File: config.mk
export PLATFORM = sky130hd
export DESIGN_NAME = pll_mdrp_ctrl
export DESIGN_NICKNAME = d
export VERILOG_FILES = /design/src/rtl/pll_mdrp_pkg.sv /design/src/rtl/pll_lock_sync.sv /design/src/rtl/pll_mdrp_ctrl.sv
export SDC_FILE = /design/constraint.sdc
export NUM_CORES = 1
export LEC_CHECK = 0
export ABC_CLOCK_PERIOD_IN_PS = 3000
export BUFFER_PORTS_ARGS = -buffer_cell sky130_fd_sc_hd__buf_2
export CORE_AREA = 2 2 85 87
export DETAILED_ROUTE_END_ITERATION = 8
export DIE_AREA = 0 0 87 89
export PLACE_DENSITY = 0.84
export SYNTH_ARGS = -nofsm -noshare
export SYNTH_HDL_FRONTEND = slang
export SYNTH_SLANG_ARGS = --single-unit
File: constraint.sdc
create_clock -name clk -period 3 [get_ports clk]
set_input_delay 0.6 -clock clk [delete_from_list [all_inputs] [get_ports clk]]
set_output_delay 0.6 -clock clk [all_outputs]
set_load 0.1 [all_outputs]
File: src/rtl/pll_mdrp_pkg.sv
// Shared definitions for the PLLA MDRP initiator: MDRP opcodes, sequencer states and a
// counter-width helper.
package pll_mdrp_pkg;

  localparam logic [1:0] MDOP_NOP = 2'b00;
  localparam logic [1:0] MDOP_WR  = 2'b01;
  localparam logic [1:0] MDOP_RD  = 2'b10;
  localparam logic [1:0] MDOP_ALD = 2'b11;

  typedef enum logic [2:0] {
    S_IDLE,
    S_ADDR,
    S_WR,
    S_RD,
    S_RD_WAIT,
    S_DONE,
    S_PRST,
    S_PLOCK
  } state_t;

  function automatic int unsigned cnt_width(input int unsigned a, input int unsigned b,
                                            input int unsigned c);
    int unsigned m;
    m = a;
    if (b > m) m = b;
    if (c > m) m = c;
    return $clog2(m + 1);
  endfunction

endpackage

File: src/rtl/pll_lock_sync.sv
// Brings the asynchronous PLL LOCK into the clk domain and only reports it stable after
// DEBOUNCE consecutive high samples.
module pll_lock_sync #(
  parameter int unsigned DEBOUNCE = 16
) (
  input  logic clk,
  input  logic resetn,
  input  logic clr,
  input  logic pll_lock,
  output logic lock_stable
);

  localparam int unsigned CW = $clog2(DEBOUNCE + 1);

  logic [1:0]    sync;
  logic [CW-1:0] cnt;

  always_ff @(posedge clk) begin
    if (!resetn) begin
      sync <= '0;
      cnt  <= '0;
    end else begin
      sync <= {sync[0], pll_lock};
      if (clr || !sync[1]) cnt <= '0;
      else if (cnt != CW'(DEBOUNCE)) cnt <= cnt + 1'b1;
    end
  end

  assign lock_stable = (cnt == CW'(DEBOUNCE));

endmodule

File: src/rtl/pll_mdrp_ctrl.sv
// MDRP initiator for PLLA: turns single register requests into MDCLK-framed bus cycles and
// sequences PLL reset / relock.
module pll_mdrp_ctrl
  import pll_mdrp_pkg::*;
#(
  parameter int unsigned MDCLK_HALF   = 4,
  parameter int unsigned RST_CYCLES   = 64,
  parameter int unsigned LOCK_TIMEOUT = 65536
) (
  input  logic       clk,
  input  logic       resetn,
  input  logic       req_valid,
  output logic       req_ready,
  input  logic       req_write,
  input  logic [7:0] req_addr,
  input  logic [7:0] req_wdata,
  output logic       rsp_valid,
  output logic [7:0] rsp_rdata,
  input  logic       apply,
  output logic       locked,
  output logic       timeout_err,
  output logic       pll_mdclk,
  output logic [1:0] pll_mdopc,
  output logic       pll_mdainc,
  output logic [7:0] pll_mdwdi,
  input  logic [7:0] pll_mdrdo,
  input  logic       pll_lock,
  output logic       pll_reset
);

  localparam int unsigned N  = 2 * MDCLK_HALF;
  localparam int unsigned CW = cnt_width(N, RST_CYCLES, LOCK_TIMEOUT);

  state_t        state, state_d;
  logic [CW-1:0] cnt, cnt_d;
  logic [7:0]    ptr, ptr_d, addr_q, addr_d, wdata_q, wdata_d, rdata_q, rdata_d;
  logic          ptr_valid, ptr_valid_d, write_q, write_d;
  logic          locked_d, terr_d, lock_stable, lock_drop, period_end;
  logic          ready_d, rsp_valid_d, mdclk_d, ainc_d, rst_d;
  logic [1:0]    opc_d;
  logic [7:0]    wdi_d, rsp_rdata_d;

  pll_lock_sync #(.DEBOUNCE(16)) u_lock_sync (
    .clk        (clk),
    .resetn     (resetn),
    .clr        (state == S_PRST),
    .pll_lock   (pll_lock),
    .lock_stable(lock_stable)
  );

  always_comb begin
    state_d     = state;
    cnt_d       = cnt + 1'b1;
    ptr_d       = ptr;
    ptr_valid_d = ptr_valid;
    addr_d      = addr_q;
    wdata_d     = wdata_q;
    write_d     = write_q;
    rdata_d     = rdata_q;
    locked_d    = locked;
    terr_d      = timeout_err;
    period_end  = (cnt == CW'(N - 1));
    lock_drop   = locked && !lock_stable;

    case (state)
      S_IDLE: begin
        cnt_d    = '0;
        locked_d = lock_stable;
        if (lock_drop) ptr_valid_d = 1'b0;
        if (apply) begin
          state_d     = S_PRST;
          terr_d      = 1'b0;
          ptr_valid_d = 1'b0;
          locked_d    = 1'b0;
        end else if (req_valid && req_ready) begin
          write_d = req_write;
          addr_d  = req_addr;
          wdata_d = req_wdata;
          rdata_d = '0;
          if (ptr_valid && !lock_drop && req_addr == ptr) state_d = req_write ? S_WR : S_RD;
          else state_d = S_ADDR;
        end
      end
      S_ADDR: if (period_end) begin
        cnt_d       = '0;
        ptr_d       = addr_q;
        ptr_valid_d = 1'b1;
        state_d     = write_q ? S_WR : S_RD;
      end
      S_WR: if (period_end) begin
        cnt_d   = '0;
        ptr_d   = ptr + 8'd1;
        state_d = S_DONE;
      end
      S_RD: if (period_end) begin
        cnt_d   = '0;
        ptr_d   = ptr + 8'd1;
        state_d = S_RD_WAIT;
      end
      S_RD_WAIT: begin
        // Capture on the clk edge that raises MDCLK inside the wait period.
        if (cnt == CW'(MDCLK_HALF - 1)) rdata_d = pll_mdrdo;
        if (period_end) begin
          cnt_d   = '0;
          state_d = S_DONE;
        end
      end
      S_DONE: begin
        cnt_d   = '0;
        state_d = S_IDLE;
      end
      S_PRST: if (cnt == CW'(RST_CYCLES - 1)) begin
        cnt_d   = '0;
        state_d = S_PLOCK;
      end
      S_PLOCK: begin
        if (lock_stable) begin
          locked_d = 1'b1;
          state_d  = S_IDLE;
        end else if (cnt == CW'(LOCK_TIMEOUT - 1)) begin
          terr_d   = 1'b1;
          locked_d = 1'b0;
          state_d  = S_IDLE;
        end
      end
      default: state_d = S_IDLE;
    endcase

    // Bus outputs are decoded from the next state so every PLL-facing pin is a flop.
    ready_d     = (state_d == S_IDLE);
    rsp_valid_d = (state_d == S_DONE);
    rsp_rdata_d = (state_d == S_DONE) ? rdata_d : '0;
    rst_d       = (state_d == S_PRST);
    mdclk_d     = (state_d inside {S_ADDR, S_WR, S_RD, S_RD_WAIT}) && (cnt_d >= CW'(MDCLK_HALF));
    opc_d       = MDOP_NOP;
    ainc_d      = 1'b0;
    wdi_d       = '0;
    case (state_d)
      S_ADDR: begin
        opc_d = MDOP_ALD;
        wdi_d = addr_d;
      end
      S_WR: begin
        opc_d  = MDOP_WR;
        ainc_d = 1'b1;
        wdi_d  = wdata_d;
      end
      S_RD: begin
        opc_d  = MDOP_RD;
        ainc_d = 1'b1;
      end
      default: ;
    endcase
  end

  always_ff @(posedge clk) begin
    if (!resetn) begin
      state       <= S_IDLE;
      cnt         <= '0;
      ptr         <= '0;
      ptr_valid   <= 1'b0;
      addr_q      <= '0;
      wdata_q     <= '0;
      write_q     <= 1'b0;
      rdata_q     <= '0;
      locked      <= 1'b0;
      timeout_err <= 1'b0;
      req_ready   <= 1'b0;
      rsp_valid   <= 1'b0;
      rsp_rdata   <= '0;
      pll_mdclk   <= 1'b0;
      pll_mdopc   <= MDOP_NOP;
      pll_mdainc  <= 1'b0;
      pll_mdwdi   <= '0;
      pll_reset   <= 1'b0;
    end else begin
      state       <= state_d;
      cnt         <= cnt_d;
      ptr         <= ptr_d;
      ptr_valid   <= ptr_valid_d;
      addr_q      <= addr_d;
      wdata_q     <= wdata_d;
      write_q     <= write_d;
      rdata_q     <= rdata_d;
      locked      <= locked_d;
      timeout_err <= terr_d;
      req_ready   <= ready_d;
      rsp_valid   <= rsp_valid_d;
      rsp_rdata   <= rsp_rdata_d;
      pll_mdclk   <= mdclk_d;
      pll_mdopc   <= opc_d;
      pll_mdainc  <= ainc_d;
      pll_mdwdi   <= wdi_d;
      pll_reset   <= rst_d;
    end
  end

endmodule
# == Word-level counts from Yosys, hierarchy flattened ==
# Index checks and enable logic that the tools add are counted.
# word_totals
ff_bits,86
inputBits,30
output_inout_bits,25
wordCells,123
# classes
add_sub_neg,3
n_lt_le_gt_ge,1
eq_ne,27
mux,43
bitwise,2
reduce_logical,27
# op_table
op,count
2-to-1 mux 8 bit,11
case mux 17 bit (3 select lines),1
case mux 8 bit (2 select lines),3
2-to-1 mux 17 bit,2
2-to-1 mux 3 bit,8
"== test 3 bit, second input constant",7
case mux 3 bit (7 select lines),1
"adder 17 x 1 -> 17 bit, second input constant",1
"== test 17 x 16 -> 1 bit, second input constant",1
"== test 17 x 2 -> 1 bit, second input constant",1
"== test 17 x 3 -> 1 bit, second input constant",1
"== test 17 x 6 -> 1 bit, second input constant",1
"greater-or-equal comparator 17 x 3 -> 1 bit, second input constant",1
"== test 3 x 2 -> 1 bit, second input constant",4
2-to-1 mux 1 bit,12
OR reduction 2 bit,5
AND reduction 3 bit,3
"adder 8 x 1 -> 8 bit, second input constant",1
== test 8 bit,1
"!= test 2 bit, second input constant",4
"== test 3 x 1 -> 1 bit, second input constant",2
logical NOT 3 bit,2
"!= test 3 bit, second input constant",2
case mux 1 bit (2 select lines),3
other kinds (15),25

# == Depth between registers and ports, before layout ==
# Gate-level depths: netlist of run 1.
# depth
ltp_word,13
ltp_mapped,13
mapped_depth_nobuf,12

# == Modules after synthesis ==
# Synthesis of run 1 repeated with hierarchy kept, for this count alone.
# hier_totals
hier_cells,481
area_unflattened_um2,4239.1
# modules_own_cells
mod,n_inst,cells_each,area_each_um2,seq_area_each_um2
pll_mdrp_ctrl,1,447,3877.5,1581.5
pll_lock_sync,1,34,361.6,140.1

# == Least setup slack after synthesis of run 1 ==
# No wires, ideal clock.
# synth_timing
path_kind,register to register
start,register req_ready
end,register pll_mdwdi[7]
setup_ns,0.096
t_arrival_ns,2.688
t_required_ns,2.904
slack_ns,0.216
stages_incl_launch_ff,8
path_buffers,1
period_less_slack_ns,2.784
cell_sequence,dfxtp_1 nand2_1 a2111oi_0 nand3_1 a2111o_1 or2_1 buf_2 o41ai_2
# synth_via
elab_chain_len,6
word_cells_on_any_way,13
cone_classes,eq/ne: 2; mux: 10; reduce/logical: 1
# synth_lines
element,line_no,text
"start, declared",pll_mdrp_ctrl.sv:13,"output logic req_ready,"
"start signal, assigned",pll_mdrp_ctrl.sv:187,req_ready <= ready_d;
logical AND 1 bit (*),pll_mdrp_ctrl.sv:75,end else if (req_valid && req_ready) begin
2-to-1 mux 3 bit,pll_mdrp_ctrl.sv:75,
2-to-1 mux 3 bit,pll_mdrp_ctrl.sv:70,if (apply) begin
case mux 3 bit (7 select lines),pll_mdrp_ctrl.sv:65,case (state)
== test 3 x 2 -> 1 bit / == test 3 x 1 -> 1 bit (equally long branches),pll_mdrp_ctrl.sv:138,case (state_d)
case mux 8 bit (2 select lines) (*),pll_mdrp_ctrl.sv:138,
"end signal, assigned",pll_mdrp_ctrl.sv:193,pll_mdwdi <= wdi_d;
"end, declared",pll_mdrp_ctrl.sv:25,"output logic [7:0] pll_mdwdi,"
# Every way passes the cells marked *; elsewhere a longest branch is shown, timed or not.
# A chain may end at the register's enable or synchronous reset.

# == Final worst setup path of run 1 ==
# layout_timing
start,register cnt[0]
end,register rsp_rdata[0]
# layout_via
elab_chain_len,6
word_cells_on_any_way,15
cone_classes,eq/ne: 5; mux: 9; reduce/logical: 1
# layout_lines
element,line_no,text
"start, declared",pll_mdrp_ctrl.sv:35,"logic [CW-1:0] cnt, cnt_d;"
"start signal, assigned",pll_mdrp_ctrl.sv:178,cnt <= cnt_d;
== test 17 x 16 -> 1 bit,pll_mdrp_ctrl.sv:120,end else if (cnt == CW'(LOCK_TIMEOUT - 1)) begin
2-to-1 mux 3 bit,pll_mdrp_ctrl.sv:120,
2-to-1 mux 3 bit,pll_mdrp_ctrl.sv:117,if (lock_stable) begin
case mux 3 bit (7 select lines),pll_mdrp_ctrl.sv:65,
== test 3 bit,pll_mdrp_ctrl.sv:132,rsp_rdata_d = (state_d == S_DONE) ? rdata_d : '0;
AND reduction 2 bit (no line),-,
"end signal, assigned",pll_mdrp_ctrl.sv:189,rsp_rdata <= rsp_rdata_d;
"end, declared",pll_mdrp_ctrl.sv:18,"output logic [7:0] rsp_rdata,"
# Several ways; a longest one is shown, not always the timed one.

==> impl_results.md, run 1 <==
* CP Capture Type: register
* Buffers on Ports at 54
* Syn nets at 496
* Crit-path max cell delay at 0.48 ns
* Final net count at 553
* CP required at 3.29 ns
* Worst-path clk slew at 0.08 ns
* Number of remaining DRC errors at 0
* TritonCTS Buffers at 9
* Max-cap violations at 0
* CP max stage cell: or4b_4
* Worst slew pin tran at 0.7036 ns
* Root Driver: clkbuf_8
* Gr ovfl total at 0
* Unrepaired setup endpoints after global routing: no
* Largest family of logic cells by synthesized area: simple AND/OR/NAND/NOR gates
* Synth unique cells at 54
* H-tree depth at 3
* Final hold viol count at 0
* Hold slack final at 0.4368 ns
* Area delta synth->final at 16.73%
* Post-synthesis adder-cell area fraction at 1.999%
* Worst reg2reg endpoint: rsp_rdata[0]
* Async S/R FF share, synth at 0%
* Cells on worst reg2reg path at 8
* Leading area contributor after synthesis: dfxtp_1
* Launching point of the worst reg2reg path: cnt[0]
* Via count at 3433
* Post-CTS setup buffers at 0
* Final weighted congestion in routability-driven placement at 0.8900
* Cts hold-fix bufs at 0
* Most area-consuming cells after synthesis: dfxtp_1 46%, nor2_1 6.7%, nand2_1 6.5%
* Mux cell area share after synthesis at 0.2666%
* Compound-Gate Fraction of Synth Area at 15.16%
* Final antenna-violating net count at 0
* Mapped cell area at 0.003755 mm^2
* Yosys warns at 0
* Starting Density at 55.88%
* Drt first pass iters at 5
* Post-layout util at 65.23%
* CTS max path bufs at 2
* Drt via density at 5.703
* Worst setup SP type: register
* Main synth FF type: dfxtp_1
* Worst Clk Skew at 0.01777 ns
* Worst setup path endpoint: rsp_rdata[0]
* Outcome: finished, final reports clean
* Worst skew pair latency at 0.37 ns
* Layout cells sized above 1 at 17.62%
* Post-synth top area share at 45.85%
* Post-synthesis xor/xnor area fraction at 6.531%
* WS Path Type: reg2reg
* Critical path peak fanout at 9
* Io pins at 55
* Std cell rows at 30
* Final min period at 2.692 ns
* Crit path cell chain: ha_1 > or4b_4 > nor4_4 > nand3_1 > a22o_1 > nand2_1 > nand4_1 > nor2_1
* Largest net degree at the start of global routing at 24
* Global-route wire length before repair at 14770 um
* PD cells at 531.6 mW/mm^2
* Seq/Total Area, Yosys at 45.85%
* Post-Syn Instances at 460
* Vias in the first global route at 3365
* WL/cell at 14.48 um
* Iteration-0 DRC Markers at 268
* Worst hold path type: reg2reg
* Post-synthesis simple-gate area fraction at 26.39%
* TritonCTS clock tree: yes
* N_diodes at 0
* Placed insts at 586
* Overall Global Routing Usage at 23.98%
* Worst slew margin at 52.80%
* CP Data Arrival Time at 2.98 ns
* Leakage at 1.742 nW
* Initial antenna violation count at 0
* Tcrit/Tclk final at 89.72%
* Worst VDD drop at 0.2992 mV
* Avg Cell Area, Syn at 8.163 um^2
* Number of synthesized flops with an enable pin at 0
* Die area at 0.007743 mm^2
* Post-cts sizing count at 0
* Worst setup path startpoint: cnt[0]
* Final Non-Filler Cells at 602
* Yosys reg bits at 86
* Clk sinks at 86
* Final wirelength at 8715 um
* Core Box Area at 0.006719 mm^2
* FMAX at 0.3715 GHz
* Slew Viols, Final at 0
* Post-detail-place hpwl at 6183 um
* Die width at 87 um
* Register-to-register setup slack at 0.31 ns
* Fin worst setup slack at 0.3084 ns
* Setup Total Neg Slack at 0 ns
* Die height at 89 um
* Finish-stage setup viols at 0
* Fillers at 555
* Placement Setup Slack at 0.2448 ns
[flip-flops by register name, summed over array words and instances (netlist names), 2 cells and up]
signal,flops
addr_q,8
u_lock_sync.sync,2
state,3
rdata_q,8
rsp_rdata,8
cnt,17
wdata_q,8
pll_mdwdi,8
u_lock_sync.cnt,5
pll_mdopc,2
ptr,8
[layout by cell type (no fill, tap or decap), drive strengths merged, types with 2 or more instances in the layout]
| cell type | instances |
|---|---|
| o211ai | 2 |
| clkbuf | 9 |
| or4 | 2 |
| a22oi | 11 |
| o21a | 2 |
| a21oi | 33 |
| nor2 | 67 |
| o21ai | 25 |
| ha | 6 |
| dfxtp | 86 |
| buf | 68 |
| inv | 16 |
| nand4 | 16 |
| a211oi | 2 |
| xor2 | 20 |
| nand2 | 65 |
| clkinv | 4 |
| nor4bb | 2 |
| bufinv | 2 |
| a31oi | 2 |
| nor4b | 2 |
| nor4 | 3 |
| nor3 | 14 |
| nand3 | 20 |
| and2 | 4 |
| or3 | 2 |
| xnor2 | 8 |
| or2 | 3 |
| and3 | 4 |
[synth_stat cells, drive strengths merged, types with 8 or more instances]
cell type	n
nor3	14
nand2	65
dfxtp	86
xnor2	8
a22oi	11
inv	14
o21ai	25
a21oi	33
xor2	20
nand3	20
clkbuf	19
nand4	16
nor2	67
[kinds of logic (layout without fill, tap and decap cells)]
family,after synthesis,count (layout)
AND/OR/NAND/NOR,210,210
AO/OA/AOI/OAI,92,92
flip-flops,86,86
buffers and inverters,37,99
XOR/XNOR,28,28
adder cells (fa/ha/maj),6,6
multiplexers,1,1
[final cells by class]
type,instances,area [um^2],share of cell area (%)
flip-flops and latches,86,1722,39.28
clock buffers,9,123.9,2.826
well taps,80,100.1,2.284
inverters,15,56.30,1.285
clock inverters,7,106.4,2.426
multi-input cells,337,1899,43.33
repair buffers,68,375.4,8.564
[layer usage]
layer  track usage (%)  routed length [um]
met1             29.31                3740
met2             40.74                4156
met3             6.648                 643
met4             8.523                 175
met5                 0                   0
[worst min path at each step]
stage,from,to,slack (ns),cells past startpoint
6_report,u_lock_sync.sync[0],u_lock_sync.sync[1],0.44,1
5_1_grt,u_lock_sync.sync[0],u_lock_sync.sync[1],0.47,1
4_1_cts,u_lock_sync.sync[0],u_lock_sync.sync[1],0.44,1
3_5_place_dp,u_lock_sync.sync[0],u_lock_sync.sync[1],0.42,1
3_3_place_gp,u_lock_sync.sync[0],u_lock_sync.sync[1],0.42,1
2_1_floorplan,u_lock_sync.sync[0],u_lock_sync.sync[1],0.41,1
[stage by stage]
| stage | instance area, um^2 | power, mW |
|---|---|---|
| after CTS | 4379 | 2.343 |
| after floorplan | 3755 | 1.362 |
| after detailed placement | 4149 | 1.432 |
| after global placement | 4149 | 1.427 |
| final | 4383 | 2.330 |
| after global routing | 4383 | 2.413 |
[power by group]
group	switching, mW	internal, mW	total (mW)
Sequential	0.0145	1.16	1.17
Clock	0.436	0.481	0.917
Combinational	0.171	0.0694	0.240
[critical path, delay by kind of cell, from the launching register on]
kind / cells / cell delay [ns]
and+or+nand+nor: 6 / 1.75
DFF: 1 / 0.38
AOI/OAI and AO/OA: 1 / 0.29
adders and majority gates: 1 / 0.20
Note: power is estimated with default switching activity, not from simulation.
==> run 2: changes to the inputs <==
--- a/config.mk
+++ b/config.mk
@@ -7,10 +7,10 @@
 export LEC_CHECK = 0
 export ABC_CLOCK_PERIOD_IN_PS = 3000
 export BUFFER_PORTS_ARGS = -buffer_cell sky130_fd_sc_hd__buf_2
-export CORE_AREA = 2 2 85 87
+export CORE_AREA = 2 2 90 92
 export DETAILED_ROUTE_END_ITERATION = 8
-export DIE_AREA = 0 0 87 89
-export PLACE_DENSITY = 0.84
+export DIE_AREA = 0 0 92 94
+export PLACE_DENSITY = 0.77
 export SYNTH_ARGS = -nofsm -noshare
 export SYNTH_HDL_FRONTEND = slang
 export SYNTH_SLANG_ARGS = --single-unit
==> run 2 against run 1 <==
  * First-iteration DRC count shrank 29%
  * Clock-buffer cell count grew 1
  * Critical path type unchanged
  * Critical endpoint is now pll_mdwdi[7]
  * Die area grew 12%
==> impl_results.md, run 2 (synthesis results as in run 1) <==
* Worst VDD drop at 0.2303 mV
* Area after DPL at 0.004161 mm^2
* Die width at 92 um
* H-tree depth at 3
* Core Box Area at 0.007607 mm^2
* CTS max path bufs at 2
* Via count at 3404
* PD cells at 501.3 mW/mm^2
* Iteration-0 DRC Markers at 189
* Overall Global Routing Usage at 20.80%
* Unrepaired setup endpoints after global routing: no
* Area delta synth->final at 16.03%
* Vias in the first global route at 3201
* Worst slew pin tran at 0.6688 ns
* Largest Register: cnt
* Die area at 0.008648 mm^2
* Drt first pass iters at 5
* Outcome: finished, final reports clean
* Number of remaining DRC errors at 0
* Final net count at 551
* WL/cell at 13.55 um
* Initial antenna violation count at 0
* Buffers on Ports at 54
* CP required at 3.27 ns
* Clk sinks at 86
* Cts hold-fix bufs at 0
* TritonCTS Buffers at 9
* Final wirelength at 8429 um
* Leakage at 1.709 nW
* Post-detail-place hpwl at 5997 um
* Final min period at 2.735 ns
* Critical path peak fanout at 10
* Total Power at 2.184 mW
* Max-cap violations at 0
* Worst hold path type: in2reg
* Post-layout util at 57.27%
* Starting Density at 49.36%
* Worst setup SP type: register
* Drt via density at 5.473
* CP Capture Type: register
* Tcrit/Tclk final at 91.16%
* Most frequent cells in the layout: 86 x dfxtp_1, 66 x nor2_1, 65 x nand2_1
* Worst Clk Skew at 0.01349 ns
* Most common cell after layout, fill and taps aside: dfxtp_1
* Std cell rows at 32
* Gr ovfl total at 0
* N_diodes at 0
* Global-route wire length before repair at 14350 um
* Final weighted congestion in routability-driven placement at 0.8905
* Worst skew pair latency at 0.37 ns
* Max reg flops at 17
* Final hold viol count at 0
* Largest net degree at the start of global routing at 24
* Post-route cell area at 0.004357 mm^2
* Post-cts sizing count at 0
* WS Path Type: reg2reg
* Slew Viols, Final at 0
* Io pins at 55
* FMAX at 0.3657 GHz
* Post-CTS setup buffers at 0
* Final antenna-violating net count at 0
* TritonCTS clock tree: yes
* CP Data Arrival Time at 3.00 ns
* Die height at 94 um
* Setup Total Neg Slack at 0 ns
* Worst-path clk slew at 0.09 ns
* Finish-stage setup viols at 0
* Fillers at 712
* Root Driver: clkbuf_8
* Worst slew margin at 55.12%
* Layout cells sized above 1 at 17.31%
[run 2: cell types whose count changed in the layout (fill, tap and decap cells not counted), sizes merged]
cell / change
clkinvlp: +1
buf: -2
bufinv: -2
clkbuf: +1
[run 2: per-stage QoR]
stage / hold slack, ns / worst slack (ns) / cells
after floorplan: 0.4119 / 0.2163 / 460
after global placement: 0.4152 / 0.3250 / 606
after detailed placement: 0.4266 / 0.2446 / 606
after CTS: 0.4245 / 0.1939 / 622
after global routing: 0.4607 / 0.01377 / 622
final: 0.4415 / 0.2652 / 622
[run 2: critical path, stage by stage (launching register included)]
cell and delay, ns:
dfxtp_1 0.45, nand4_1 0.20, nor2_2 0.23, nand3_1 0.10, nor2_1 0.13, ha_1 0.21
o32a_1 0.18, o21ai_0 0.08, a2111o_1 0.48, or2_1 0.37, o41ai_2 0.22
[run 2: final cells by class]
class | count | area [um^2] | area share (%)
Sequential cell | 86 | 1722 | 39.52
Timing Repair Buffer | 66 | 360.3 | 8.271
Clock buffer | 10 | 137.6 | 3.159
Tap cell | 102 | 127.6 | 2.929
Inverter | 15 | 56.30 | 1.292
Multi-Input combinational cell | 337 | 1899 | 43.60
Clock inverter | 6 | 53.80 | 1.235
[run 2: layer usage]
metal	track usage [%]	part of all wire, %	vias up	wire length [um]
li1	-	-	1710	-
met1	26.31	46	1557	3844
met2	33.46	45	123	3809
met3	4.575	7.2	14	609
met4	10.70	2.0	0	165
met5	0	0	-	0
[run 2: path summary, 6_finish.rpt]
kind	endpoint	slack [ns]	startpoint	depth (start not counted)
worst max-delay path	pll_mdwdi[7]	0.27	cnt[8]	10
worst min register to register	u_lock_sync.sync[1]	0.45	u_lock_sync.sync[0]	1
worst max register to register	pll_mdwdi[7]	0.27	cnt[8]	10
worst min-delay path	u_lock_sync.sync[0]	0.44	pll_lock	2
[run 2: report_power, final]
part	switching [mW]	internal [mW]
Clock	0.443	0.336
Combinational	0.162	0.0650
Sequential	0.0193	1.16
Total	0.624	1.56
==> run 3: changes to the inputs <==
--- a/config.mk
+++ b/config.mk
@@ -7,10 +7,12 @@
 export LEC_CHECK = 0
 export ABC_CLOCK_PERIOD_IN_PS = 3000
 export BUFFER_PORTS_ARGS = -buffer_cell sky130_fd_sc_hd__buf_2
+export CAP_MARGIN = 20
 export CORE_AREA = 2 2 90 92
 export DETAILED_ROUTE_END_ITERATION = 8
 export DIE_AREA = 0 0 92 94
-export PLACE_DENSITY = 0.77
+export PLACE_DENSITY = 0.69
+export SLEW_MARGIN = 20
 export SYNTH_ARGS = -nofsm -noshare
 export SYNTH_HDL_FRONTEND = slang
 export SYNTH_SLANG_ARGS = --single-unit
==> run 3 against run 2 <==
  * Utilization is 0.44 points higher
  * Clock-buffer cell count down 1
  * Routed wire length rose by 3.0%
  * Global-route usage grew 0.81 points
  * Setup slack got worse by 0.017 ns
  * Die area unchanged
  * Combinational power up 5%
  * Worst hold slack gained 0.0019 ns
  * First-iteration DRC count rose by 53%
  * Clock power rose by 7.4%
  * Final cell count is 0.48% higher
==> impl_results.md, run 3 (synthesis results as in run 1) <==
* Outcome: finished, final reports clean
* Leakage at 1.735 nW
* Post-detail-place hpwl at 6078 um
* Total area of sequential cells at 0.001722 mm^2
* WL/cell at 13.89 um
* Root Driver: clkbuf_8
* PD cells at 511.8 mW/mm^2
* Via count at 3348
* Most frequent cells in the layout: 86 x dfxtp_1, 66 x nor2_1, 65 x nand2_1
* Crit path cell chain: inv_1 > ha_1 > nand4bb_1 > a2111oi_1 > nand3_1 > a2111o_1 > or2_1 > o41ai_2
* Final min period at 2.752 ns
* Worst skew pair latency at 0.36 ns
* Worst slew pin tran at 0.6576 ns
* Die height at 94 um
* Critical path peak fanout at 10
* Drt via density at 5.357
* Unrepaired setup endpoints after global routing: no
* N_diodes at 0
* Fillers at 725
* H-tree depth at 3
* Gr ovfl total at 0
* Core Box Area at 0.007607 mm^2
* Std cell rows at 32
* Worst Clk Skew at 0.01027 ns
* CTS max path bufs at 2
* Clk sinks at 86
* Final wirelength at 8684 um
* Io pins at 55
* Final net count at 554
* Worst slew margin at 55.87%
* Max-cap violations at 0
* Total Power at 2.247 mW
* Vias in the first global route at 3130
* Area delta synth->final at 16.93%
* Area of the multi-input gates at 0.001899 mm^2
* Most common cell after layout, fill and taps aside: dfxtp_1
* Die area at 0.008648 mm^2
* Finish-stage setup viols at 0
* WS Path Type: reg2reg
* Post-layout util at 57.71%
* Sum of buffers and inverters on the critical path at 1
* CP Data Arrival Time at 3.01 ns
* Worst setup SP type: register
* Die width at 92 um
* Global-route wire length before repair at 14820 um
* Worst hold path type: reg2reg
* FMAX at 0.3634 GHz
* Layout cells sized above 1 at 17.78%
* TritonCTS Buffers at 9
* Number of remaining DRC errors at 0
* Iteration-0 DRC Markers at 289
* Max reg flops at 17
* TritonCTS clock tree: yes
* CP Capture Type: register
* Tcrit/Tclk final at 91.74%
* Final hold viol count at 0
* Largest net degree at the start of global routing at 28
* Worst VDD drop at 0.2442 mV
* Overall Global Routing Usage at 21.61%
* Starting Density at 49.36%
* Buffers on Ports at 54
* Crit-path max cell delay at 0.58 ns
* Worst path top cell family by delay: compound AO/OA/AOI/OAI gates
* Final antenna-violating net count at 0
* Largest Register: cnt
* Setup Total Neg Slack at 0 ns
* Final weighted congestion in routability-driven placement at 0.8806
* Drt first pass iters at 4
* Initial antenna violation count at 0
* CP max stage cell: a2111oi_1
* CP required at 3.26 ns
* Worst-path clk slew at 0.09 ns
* Slew Viols, Final at 0
run 3: cell count changes in the layout (fill, tap and decap cells not counted), sizes merged:
| cell | change |
|---|---|
| inv | +2 |
| bufinv | +1 |
| buf | +3 |
| clkinv | -1 |
| clkinvlp | -1 |
| clkbuf | -1 |
run 3: path summary, 6_finish.rpt:
kind / start / cells after the start / slack [ns] / endpoint
setup / recovery: u_lock_sync.cnt[0] / 8 / 0.25 / pll_mdwdi[7]
hold / removal: u_lock_sync.sync[0] / 1 / 0.44 / u_lock_sync.sync[1]
setup reg to reg: u_lock_sync.cnt[0] / 8 / 0.25 / pll_mdwdi[7]
hold reg to reg: u_lock_sync.sync[0] / 1 / 0.44 / u_lock_sync.sync[1]
run 3: metrics by stage:
| step | instances | cell area [um^2] | setup WS, ns | hold slack (ns) |
|---|---|---|---|---|
| 2_1_floorplan | 460 | 3755 | 0.2163 | 0.4119 |
| 3_3_place_gp | 609 | 4184 | 0.3103 | 0.4193 |
| 3_5_place_dp | 609 | 4184 | 0.2351 | 0.4294 |
| 4_1_cts | 625 | 4387 | 0.1526 | 0.4331 |
| 5_1_grt | 625 | 4390 | 0.006882 | 0.4677 |
| 6_report | 625 | 4390 | 0.2478 | 0.4434 |
run 3: power breakdown:
part	internal (mW)	switching, mW	total [mW]
Combinational	0.0675	0.171	0.238
Clock	0.397	0.440	0.837
Sequential	1.16	0.0132	1.17
run 3: final cells by class:
| class | count | share of cell area [%] |
|---|---|---|
| Clock buffer | 9 | 2.821 |
| Clock inverter | 7 | 1.795 |
| Multi-Input combinational cell | 337 | 43.26 |
| Tap cell | 102 | 2.907 |
| Sequential cell | 86 | 39.21 |
| Inverter | 15 | 1.282 |
| Timing Repair Buffer | 69 | 8.720 |
run 3: what timing repair did:
action / in CTS / in global routing
buffers inserted: 0 / 0
hold buffers: 0 / 0
setup endpoints to repair: 0 / 5
resized for setup: 0 / 2
run 3: layer usage:
metal / routed length [um] / part of all wire, % / up-vias / global-route usage [%]
met5: 0 / 0 / - / 0
met3: 513 / 5.9 / 10 / 4.575
met1: 4084 / 47 / 1530 / 28.74
met4: 136 / 1.6 / 0 / 9.204
met2: 3949 / 45 / 101 / 34.13
li1: - / - / 1707 / -
